$ cat src/rtl/dr_alm_pipe_signed.sv
// Three-stage signed dynamic-range approximate log multiplier with valid/ready flow control.
// Stage 1 takes magnitudes, stage 2 finds leading-one and mantissa, stage 3 does the antilog and sign.
module dr_alm_pipe_signed #(
   parameter int WIDTH       = 8,
   parameter int TRUNC_WIDTH = 6,
   parameter int APPROX_SIGN = 0
) (
   input  logic                 i_clk,
   input  logic                 i_rst_n,
   input  logic                 i_valid,
   output logic                 o_ready,
   input  logic [WIDTH-1:0]     i_a,
   input  logic [WIDTH-1:0]     i_b,
   output logic                 o_valid,
   input  logic                 i_ready,
   output logic [2*WIDTH-1:0]   o_z
);

   localparam int KW = $clog2(WIDTH);
   localparam int ZW = 2 * WIDTH;
   localparam int T  = TRUNC_WIDTH;

   function automatic logic [WIDTH-1:0] abs_f(input logic signed [WIDTH-1:0] v);
      logic [WIDTH-1:0] r;
      if (!v[WIDTH-1])
         r = v;
      else if (APPROX_SIGN != 0)
         r = ~v | {{(WIDTH-1){1'b0}}, 1'b1};
      else
         r = -v;
      return r;
   endfunction

   function automatic logic [KW-1:0] lead_one_f(input logic [WIDTH-1:0] v);
      logic [KW-1:0] k;
      k = '0;
      for (int i = 0; i < WIDTH; i++)
         if (v[i]) k = KW'(i);
      return k;
   endfunction

   function automatic logic [T-1:0] mant_f(input logic [WIDTH-1:0] v, input logic [KW-1:0] k);
      logic [WIDTH-1:0] norm;
      norm = v << (KW'(WIDTH-1) - k);
      return {norm[WIDTH-2 -: T-1], 1'b1};
   endfunction

   // The +1 on the mantissa sum is the dynamic-range bias; its carry bumps the exponent.
   function automatic logic [ZW-1:0] antilog_f(input logic [T-1:0] xa, input logic [T-1:0] xb,
                                               input logic [KW-1:0] ka, input logic [KW-1:0] kb);
      logic [T:0]    sum;
      logic [KW:0]   fk;
      logic [ZW-1:0] m;
      sum = {1'b0, xa} + {1'b0, xb} + {{T{1'b0}}, 1'b1};
      fk  = {1'b0, ka} + {1'b0, kb} + {{KW{1'b0}}, sum[T]};
      m   = ZW'({1'b1, sum[T-1:0]});
      if (int'(fk) >= T)
         return m << (int'(fk) - T);
      else
         return m >> (T - int'(fk));
   endfunction

   function automatic logic [ZW-1:0] sign_f(input logic [ZW-1:0] mag, input logic sgn,
                                            input logic zero);
      logic [ZW-1:0] r;
      if (zero)
         r = '0;
      else if (sgn)
         r = -mag;
      else
         r = mag;
      return r;
   endfunction

   logic signed [WIDTH-1:0] a_s, b_s;
   logic                    stall, advance, accept;

   logic                    vld_p1_q, vld_p2_q, o_valid_q;
   logic                    sign_p1_q, zero_p1_q;
   logic [WIDTH-1:0]        abs_a_p1_q, abs_b_p1_q;
   logic                    sign_p2_q, zero_p2_q;
   logic [KW-1:0]           ka_p2_q, kb_p2_q;
   logic [T-1:0]            xa_p2_q, xb_p2_q;
   logic [ZW-1:0]           z_q;

   logic [KW-1:0]           ka_d, kb_d;
   logic [T-1:0]            xa_d, xb_d;
   logic [ZW-1:0]           z_d;

   assign a_s     = i_a;
   assign b_s     = i_b;
   assign stall   = o_valid_q & ~i_ready;
   assign advance = ~stall;
   assign accept  = i_valid & advance;
   assign o_ready = advance;
   assign o_valid = o_valid_q;
   assign o_z     = z_q;

   assign ka_d = lead_one_f(abs_a_p1_q);
   assign kb_d = lead_one_f(abs_b_p1_q);
   assign xa_d = mant_f(abs_a_p1_q, ka_d);
   assign xb_d = mant_f(abs_b_p1_q, kb_d);
   assign z_d  = sign_f(antilog_f(xa_p2_q, xb_p2_q, ka_p2_q, kb_p2_q), sign_p2_q, zero_p2_q);

   always_ff @(posedge i_clk or negedge i_rst_n) begin
      if (!i_rst_n) begin
         vld_p1_q  <= 1'b0;
         vld_p2_q  <= 1'b0;
         o_valid_q <= 1'b0;
         z_q       <= '0;
      end else if (advance) begin
         vld_p1_q  <= i_valid;
         vld_p2_q  <= vld_p1_q;
         o_valid_q <= vld_p2_q;
         if (vld_p2_q) z_q <= z_d;
      end
   end

   // stage 1: sign, magnitudes and zero detect
   always_ff @(posedge i_clk) begin
      if (accept) begin
         sign_p1_q  <= a_s[WIDTH-1] ^ b_s[WIDTH-1];
         zero_p1_q  <= (a_s == '0) || (b_s == '0);
         abs_a_p1_q <= abs_f(a_s);
         abs_b_p1_q <= abs_f(b_s);
      end
   end

   // stage 2: leading-one position and truncated mantissa
   always_ff @(posedge i_clk) begin
      if (advance && vld_p1_q) begin
         sign_p2_q <= sign_p1_q;
         zero_p2_q <= zero_p1_q;
         ka_p2_q   <= ka_d;
         kb_p2_q   <= kb_d;
         xa_p2_q   <= xa_d;
         xb_p2_q   <= xb_d;
      end
   end

endmodule

$ cat config.mk
export PLATFORM = sky130hd
export DESIGN_NAME = dr_alm_pipe_signed
export DESIGN_NICKNAME = d
export VERILOG_FILES = /design/src/rtl/dr_alm_pipe_signed.sv
export SDC_FILE = /design/constraint.sdc
export NUM_CORES = 1
export LEC_CHECK = 0
export CORE_MARGIN = 2
export CORE_UTILIZATION = 45
export CTS_CLUSTER_DIAMETER = 60
export DETAILED_ROUTE_END_ITERATION = 7
export GPL_TIMING_DRIVEN = 0
export PLACE_DENSITY_LB_ADDON = 0.25
export SLEW_MARGIN = 10
export SYNTH_ARGS = -nofsm -noshare
export SYNTH_HDL_FRONTEND = slang
export SYNTH_SLANG_ARGS = --single-unit
$ cat constraint.sdc
create_clock -name i_clk -period 5.3 [get_ports i_clk]
set_input_delay 0.53 -clock i_clk [delete_from_list [all_inputs] [get_ports i_clk]]
set_output_delay 0.53 -clock i_clk [all_outputs]
set_load 0.01 [all_outputs]
After elaboration in Yosys (flattened, before gate mapping)
Index checks and enable logic that the tools add are counted.
- output and inout bits: 18
- word-level logic and storage cells: 61
- input port bits: 20
- register bits: 55
- mux-type cells: 19
- add/sub/neg operators: 11
- bitwise operators: 5
- shifts and indexed selects: 4
- reductions and logical operators: 5
- magnitude comparators: 1
- operators with widths (cell ; count):
    $mux W16 ; 3
    $mux W3 ; 11
    $shl A7 B32 Y16 ; 1
    $shr A7 B32 Y16 ; 1
    $logic_not A8 Y1 ; 2
    $neg A16 Y16 ; 1
    $neg A8 Y8 ; 2
    $shl A8 B3 Y7 ; 2
    $mux W7 ; 2
    $add A6 B6 Y7 ; 1
    $add A7 B1 Y7 const B ; 1
    $sub A3 B3 Y3 const A ; 2
    $sub A3 B4 Y5 const A ; 1
    $sub A4 B3 Y5 const B ; 1
    $add A3 B3 Y4 ; 1
    $add A4 B1 Y4 ; 1
    $ge A4 B3 Y1 const B ; 1
    $and A1 B1 Y1 ; 2
    $mux W1 ; 2
    $mux W2 ; 1
    $not A1 Y1 ; 2
    $reduce_and A2 Y1 ; 1
    $logic_and A1 B1 Y1 ; 1
    $logic_or A1 B1 Y1 ; 1
    $xor A1 B1 Y1 ; 1

Longest topological paths before layout
Gate-level depths: netlist of run 1.
- depth in word-level cells: 9
- depth in mapped cells: 26
- depth with buffers taken out: 25

Worst setup path before layout of run 1
No wires, ideal clock.
- path type: flip-flop to flip-flop
- start: register xa_p2_q[3]
- end: register z_q[12] (netlist: o_z[12])
- cell stages (with the launch flop): 25
- setup time: 0.121 ns
- required time: 5.179 ns
- path buffers: 3
- path slack: 0.047 ns
- data arrival time: 5.132 ns
- clock period less this slack: 5.253 ns
- cells stage by stage: edfxtp_1 -> ha_1 -> buf_2 -> a21oi_1 -> a21oi_1 -> nor2_1 -> nor2_1 -> nor2_1 -> fa_1 -> fa_1 -> buf_2 -> clkinv_1 -> ha_1 -> clkbuf_1 -> o21ai_0 -> a22o_1 -> a21o_1 -> a21oi_2 -> ha_1 -> o221ai_1 -> nor4_2 -> nand3_1 -> o21ai_0 -> xnor2_1 -> a22o_1
- cells in the longest elaborated chain, start to end: 9
- elaborated cells between the ends (all ways): 12
- classes of those cells: add/sub (6); order compare (1); shift (2); mux (3)
- RTL lines (element ; line ; source):
    from (decl) ; 83 ; logic [T-1:0] xa_p2_q, xb_p2_q;
    from (signal assigned) ; 136 ; xa_p2_q <= xa_d;
    $add A6 B6 Y7 (*) ; 54 ; sum = {1'b0, xa} + {1'b0, xb} + {{T{1'b0}}, 1'b1};
    $add A7 B1 Y7 (*) ; 54 ;
    $add A4 B1 Y4 ; 55 ; fk = {1'b0, ka} + {1'b0, kb} + {{KW{1'b0}}, sum[T]};
    $sub A3 B4 Y5 or $sub A4 B3 Y5 (tied branches) ; 60, 58 ;
    $shr A7 B32 Y16 or $shl A7 B32 Y16 (tied branches) ; 60, 58 ;
    $mux W16 (*) ; 57 ; if (int'(fk) >= T)
    $neg A16 Y16 ; 69 ; r = -mag;
    $mux W16 (*) ; 68 ; else if (sgn)
    $mux W16 (*) ; 66 ; if (zero)
    to (signal assigned) ; 115 ; if (vld_p2_q) z_q <= z_d;
    to (decl) ; 84 ; logic [ZW-1:0] z_q;
Every way passes the cells marked *; elsewhere a longest branch is shown, timed or not.
A chain may end at the register's enable or synchronous reset.

Worst setup path in the final report of run 1
- start: register xb_p2_q[3]
- end: register z_q[11] (netlist: o_z[11])
- cells in the longest elaborated chain, start to end: 9
- elaborated cells between the ends (all ways): 12
- classes of those cells: add/sub (6); order compare (1); shift (2); mux (3)
- RTL lines (element ; line ; source):
    from (decl) ; 83 ;
    from (signal assigned) ; 137 ; xb_p2_q <= xb_d;
    $add A6 B6 Y7 (*) ; 54 ;
    $add A7 B1 Y7 (*) ; 54 ;
    $add A4 B1 Y4 ; 55 ;
    $sub A3 B4 Y5 or $sub A4 B3 Y5 (tied branches) ; 60, 58 ;
    $shr A7 B32 Y16 or $shl A7 B32 Y16 (tied branches) ; 60, 58 ;
    $mux W16 (*) ; 57 ;
    $neg A16 Y16 ; 69 ;
    $mux W16 (*) ; 68 ;
    $mux W16 (*) ; 66 ;
Marks and branches as above.

==> qor.yml, run 1 <==
placed_design:
  placed_cells_incl_taps: 602
  gp_congestion: 0.961
  port-buffer-count: 35
  dp_hpwl_microns: 7720
  dpl_cell_area_sq_mm: 0.00475
sta:
  timing_hold_violations_final: 0
  timing.max_slew.rel_slack_pct: 41.9
  worstMarginPinSlew_ns: 0.868
  maxClockFrequency_mhz: 196
  timing.clock.skew_ns: 0.0139
  fin_crit_sh_pct: 96.4
  finalCriticalPeriod_ns: 5.11
  fin_setup_tns_ns: 0
  setup_viol: 0
  timing_max_transition_violations_final: 0
critical_path:
  critPathKind: "flop to flop"
  cp_endpoint_kind: "flop"
  rrSetupSlack_ns: 0.19
  worst_r2r_path_depth: 21
  required_ns: 5.51
  cp-startpoint: "xb_p2_q[3]"
  arrival_ns: 5.32
  regToRegEndpoint: "o_z[11]"
  setup.worst_path.start_class: "flop"
  worst_r2r_startpoint: "xb_p2_q[3]"
  crit_path_max_fanout: 10
grt:
  grt_first_pass_wirelength_microns: 16800
  first_global_vias: 3565
  global_route.overflow_total: 0
  overall_global_routing_resource_usage_pct: 20.2
  grt_max_degree: 20
  grt_antenna_before_repair: 0
hold_path:
  worst_hold_path.num_cells: 0
  holdCritStartpoint: "sign_p1_q"
  min-delay-path-class: "flop to flop"
  worst_hold_path_endpoint: "sign_p2_q"
floorplanning:
  floorplan.die.width_microns: 101
  std_cell_rows: 35
  floorplan.core_area_sq_mm: 0.00920
  die_height_microns: 101
  start_util_pct: 46.3
  boundaryPins: 38
  design.die.area_sq_mm: 0.0103
synthesis:
  synth-seq-cells: 55
  synth_top_area_share_pct: 25.4
  synth-main-ff-cell: "sky130_fd_sc_hd__edfxtp_1"
  ffs_w_async_s_r_synth_pct: 34.5
  synth_nets: 494
  synth-edff-count: 36
  netlist_top_cells_area: "sky130_fd_sc_hd__edfxtp_1 25%, sky130_fd_sc_hd__dfrtp_1 11%, sky130_fd_sc_hd__xnor2_1 4.7%"
  synth_cell_area_sq_mm: 0.00426
  synth_largest_area_cell: "sky130_fd_sc_hd__edfxtp_1"
  ys_types: 80
  yosys_warnings: 0
  syn_avg_cell_area_sq_um: 9.34
  post_synthesis_sequential_area_ratio_pct: 36.5
  netlist_instances: 456
cts:
  clockBufferDepth: 2
  ctsHoldBuffers: 0
  root_buffer: "sky130_fd_sc_hd__clkbuf_8"
  clock_latency_ns: 0.31
  clk_pin_slew_worst_paths_ns: 0.11
  cts_htree_levels: 2
  cts_inserted_buffers: 5
  cts_tree: "built"
  clock_sinks: 55
job:
  max_cap_viol_count: 0
routing:
  final_antenna_net_count: 0
  route.final.wire_length_microns: 10200
  dr.first_iter.drc_count: 184
  route.detailed.vias_per_inst: 6.09
  avgRoutedWirePerCell_microns: 16.4
  via_count: 3775
  drt-pass1-iter-count: 5
  drc: 0
final_layout:
  antenna_cells: 0
  drive_above_1_share_pct: 15.7
  flow.area_growth_from_synthesis_pct: 20.4
  final_nets: 546
  layout.cells.most_common_list: "37 x sky130_fd_sc_hd__nor2_1, 36 x sky130_fd_sc_hd__nand2_1, 36 x sky130_fd_sc_hd__edfxtp_1, 35 x sky130_fd_sc_hd__clkdlybuf4s50_1, 29 x sky130_fd_sc_hd__o21ai_0"
  stdcell_area_sq_mm: 0.00513
  layout.cells.most_common: "sky130_fd_sc_hd__nor2_1"
  fillCellCount: 824
  final_cell_count_no_fill: 620
run_status:
  outcome: "finished clean"
power:
  power_per_cell_area_mw_per_mm2: 616
  ir_drop_worst_vdd_uv: 239
  total_leakage_power_nw: 1.95
[cells by family (layout without fill, tap and decap cells)]
family	Yosys count	after routing	share of synthesized area, %
buf+inv	49	102	4.61
mux	15	15	3.73
xor+xnor	27	27	5.73
simple gates	145	145	17.7
fa+ha+maj	18	18	5.82
flops	55	55	36.5
compound gates	147	147	25.9
[report_power, final]
part	internal [mW]	total (mW)	switching, mW
Sequential	0.558	0.612	0.0535
Clock	0.0987	0.247	0.148
Combinational	0.989	2.30	1.31
[final cells by class]
cell class,instances,area (sq um),area share [%]
buffer,16,86.3,1.68
tap,111,139,2.71
inverter,32,133,2.59
timing repair buffer,46,433,8.44
clock inverter,3,26.3,0.512
multi-input combinational,352,2690,52.4
sequential,55,1560,30.4
clock buffer,5,68.8,1.34
[state kept, by name, summed over array words and instances, names as in the netlist]
signal	count
o_z	16
abs_a_p1_q	8
abs_b_p1_q	8
xa_p2_q	5
xb_p2_q	5
ka_p2_q	3
kb_p2_q	3
o_valid	1
sign_p1_q	1
sign_p2_q	1
vld_p1_q	1
vld_p2_q	1
zero_p1_q	1
zero_p2_q	1
[cell usage after synthesis (all sizes together), types with 6 or more instances]
cell / instances
inv: 31
a31oi: 6
nand3: 6
o41ai: 7
nor3: 11
and3: 6
nand2b: 8
clkbuf: 11
mux2: 7
buf: 6
nand2: 36
o31ai: 16
mux2i: 8
nor4: 7
ha: 15
a22o: 18
nor2: 37
o21ai: 33
a21oi: 19
xnor2: 24
dfrtp: 19
edfxtp: 36
nor2b: 11
[layer usage]
layer	part of all wire (%)	global-route usage [%]
met4	1.5	5.51
met3	5.9	2.21
met5	0	0
met2	51	36.2
met1	42	25.9
[worst max-delay path, stage by stage (launching register included)]
cell	delay, ns
sky130_fd_sc_hd__edfxtp_1	0.43
sky130_fd_sc_hd__ha_1	0.31
sky130_fd_sc_hd__buf_6	0.14
sky130_fd_sc_hd__nand3b_1	0.15
sky130_fd_sc_hd__a21oi_4	0.16
sky130_fd_sc_hd__nor2_1	0.05
sky130_fd_sc_hd__nor2_1	0.09
sky130_fd_sc_hd__nor2_1	0.06
sky130_fd_sc_hd__fa_2	0.36
sky130_fd_sc_hd__fa_2	0.45
sky130_fd_sc_hd__xnor2_4	0.35
sky130_fd_sc_hd__ha_1	0.26
sky130_fd_sc_hd__a21boi_1	0.35
sky130_fd_sc_hd__nand2b_1	0.18
sky130_fd_sc_hd__nor3_1	0.07
sky130_fd_sc_hd__o2111ai_1	0.14
sky130_fd_sc_hd__o211ai_2	0.23
sky130_fd_sc_hd__nor3_2	0.22
sky130_fd_sc_hd__nand4_2	0.22
sky130_fd_sc_hd__o41ai_1	0.46
sky130_fd_sc_hd__xnor2_1	0.13
sky130_fd_sc_hd__a22o_1	0.21
[per-stage QoR]
stage	hold slack [ns]	utilization, %	setup slack [ns]	total power, mW
finish	0.433	55.8	0.189	3.16
global route	0.470	55.8	-0.0234	3.40
CTS	0.435	54.6	0.0407	3.04
detailed placement	0.407	51.6	-1.12	2.61
global placement	0.416	51.6	-1.09	2.58
floorplan	0.234	-	0.0474	2.12
[how the worst max path moves through the flow]
| stage | end | slack, ns |
|---|---|---|
| detailed placement | o_z[12] | -1.12 |
| global placement | o_z[12] | -1.09 |
| floorplan | o_z[12] | 0.05 |
| global route | o_z[10] | -0.02 |
| CTS | o_z[10] | 0.04 |
| finish | o_z[11] | 0.19 |
[timing repair]
| action | CTS | global route |
|---|---|---|
| endpoints found under the setup margin | 15 | 10 |
| buffers inserted | 6 | 5 |
| resized for setup | 29 | 14 |
| pin swaps | 8 | 11 |
No activity file was read; power rests on OpenSTA's default activity.
==> run 2: changes to the inputs <==
ABC_AREA = 0   (was not set)
==> results of run 2 <==
Final layout, timing and power as in run 1 (identical DEF).
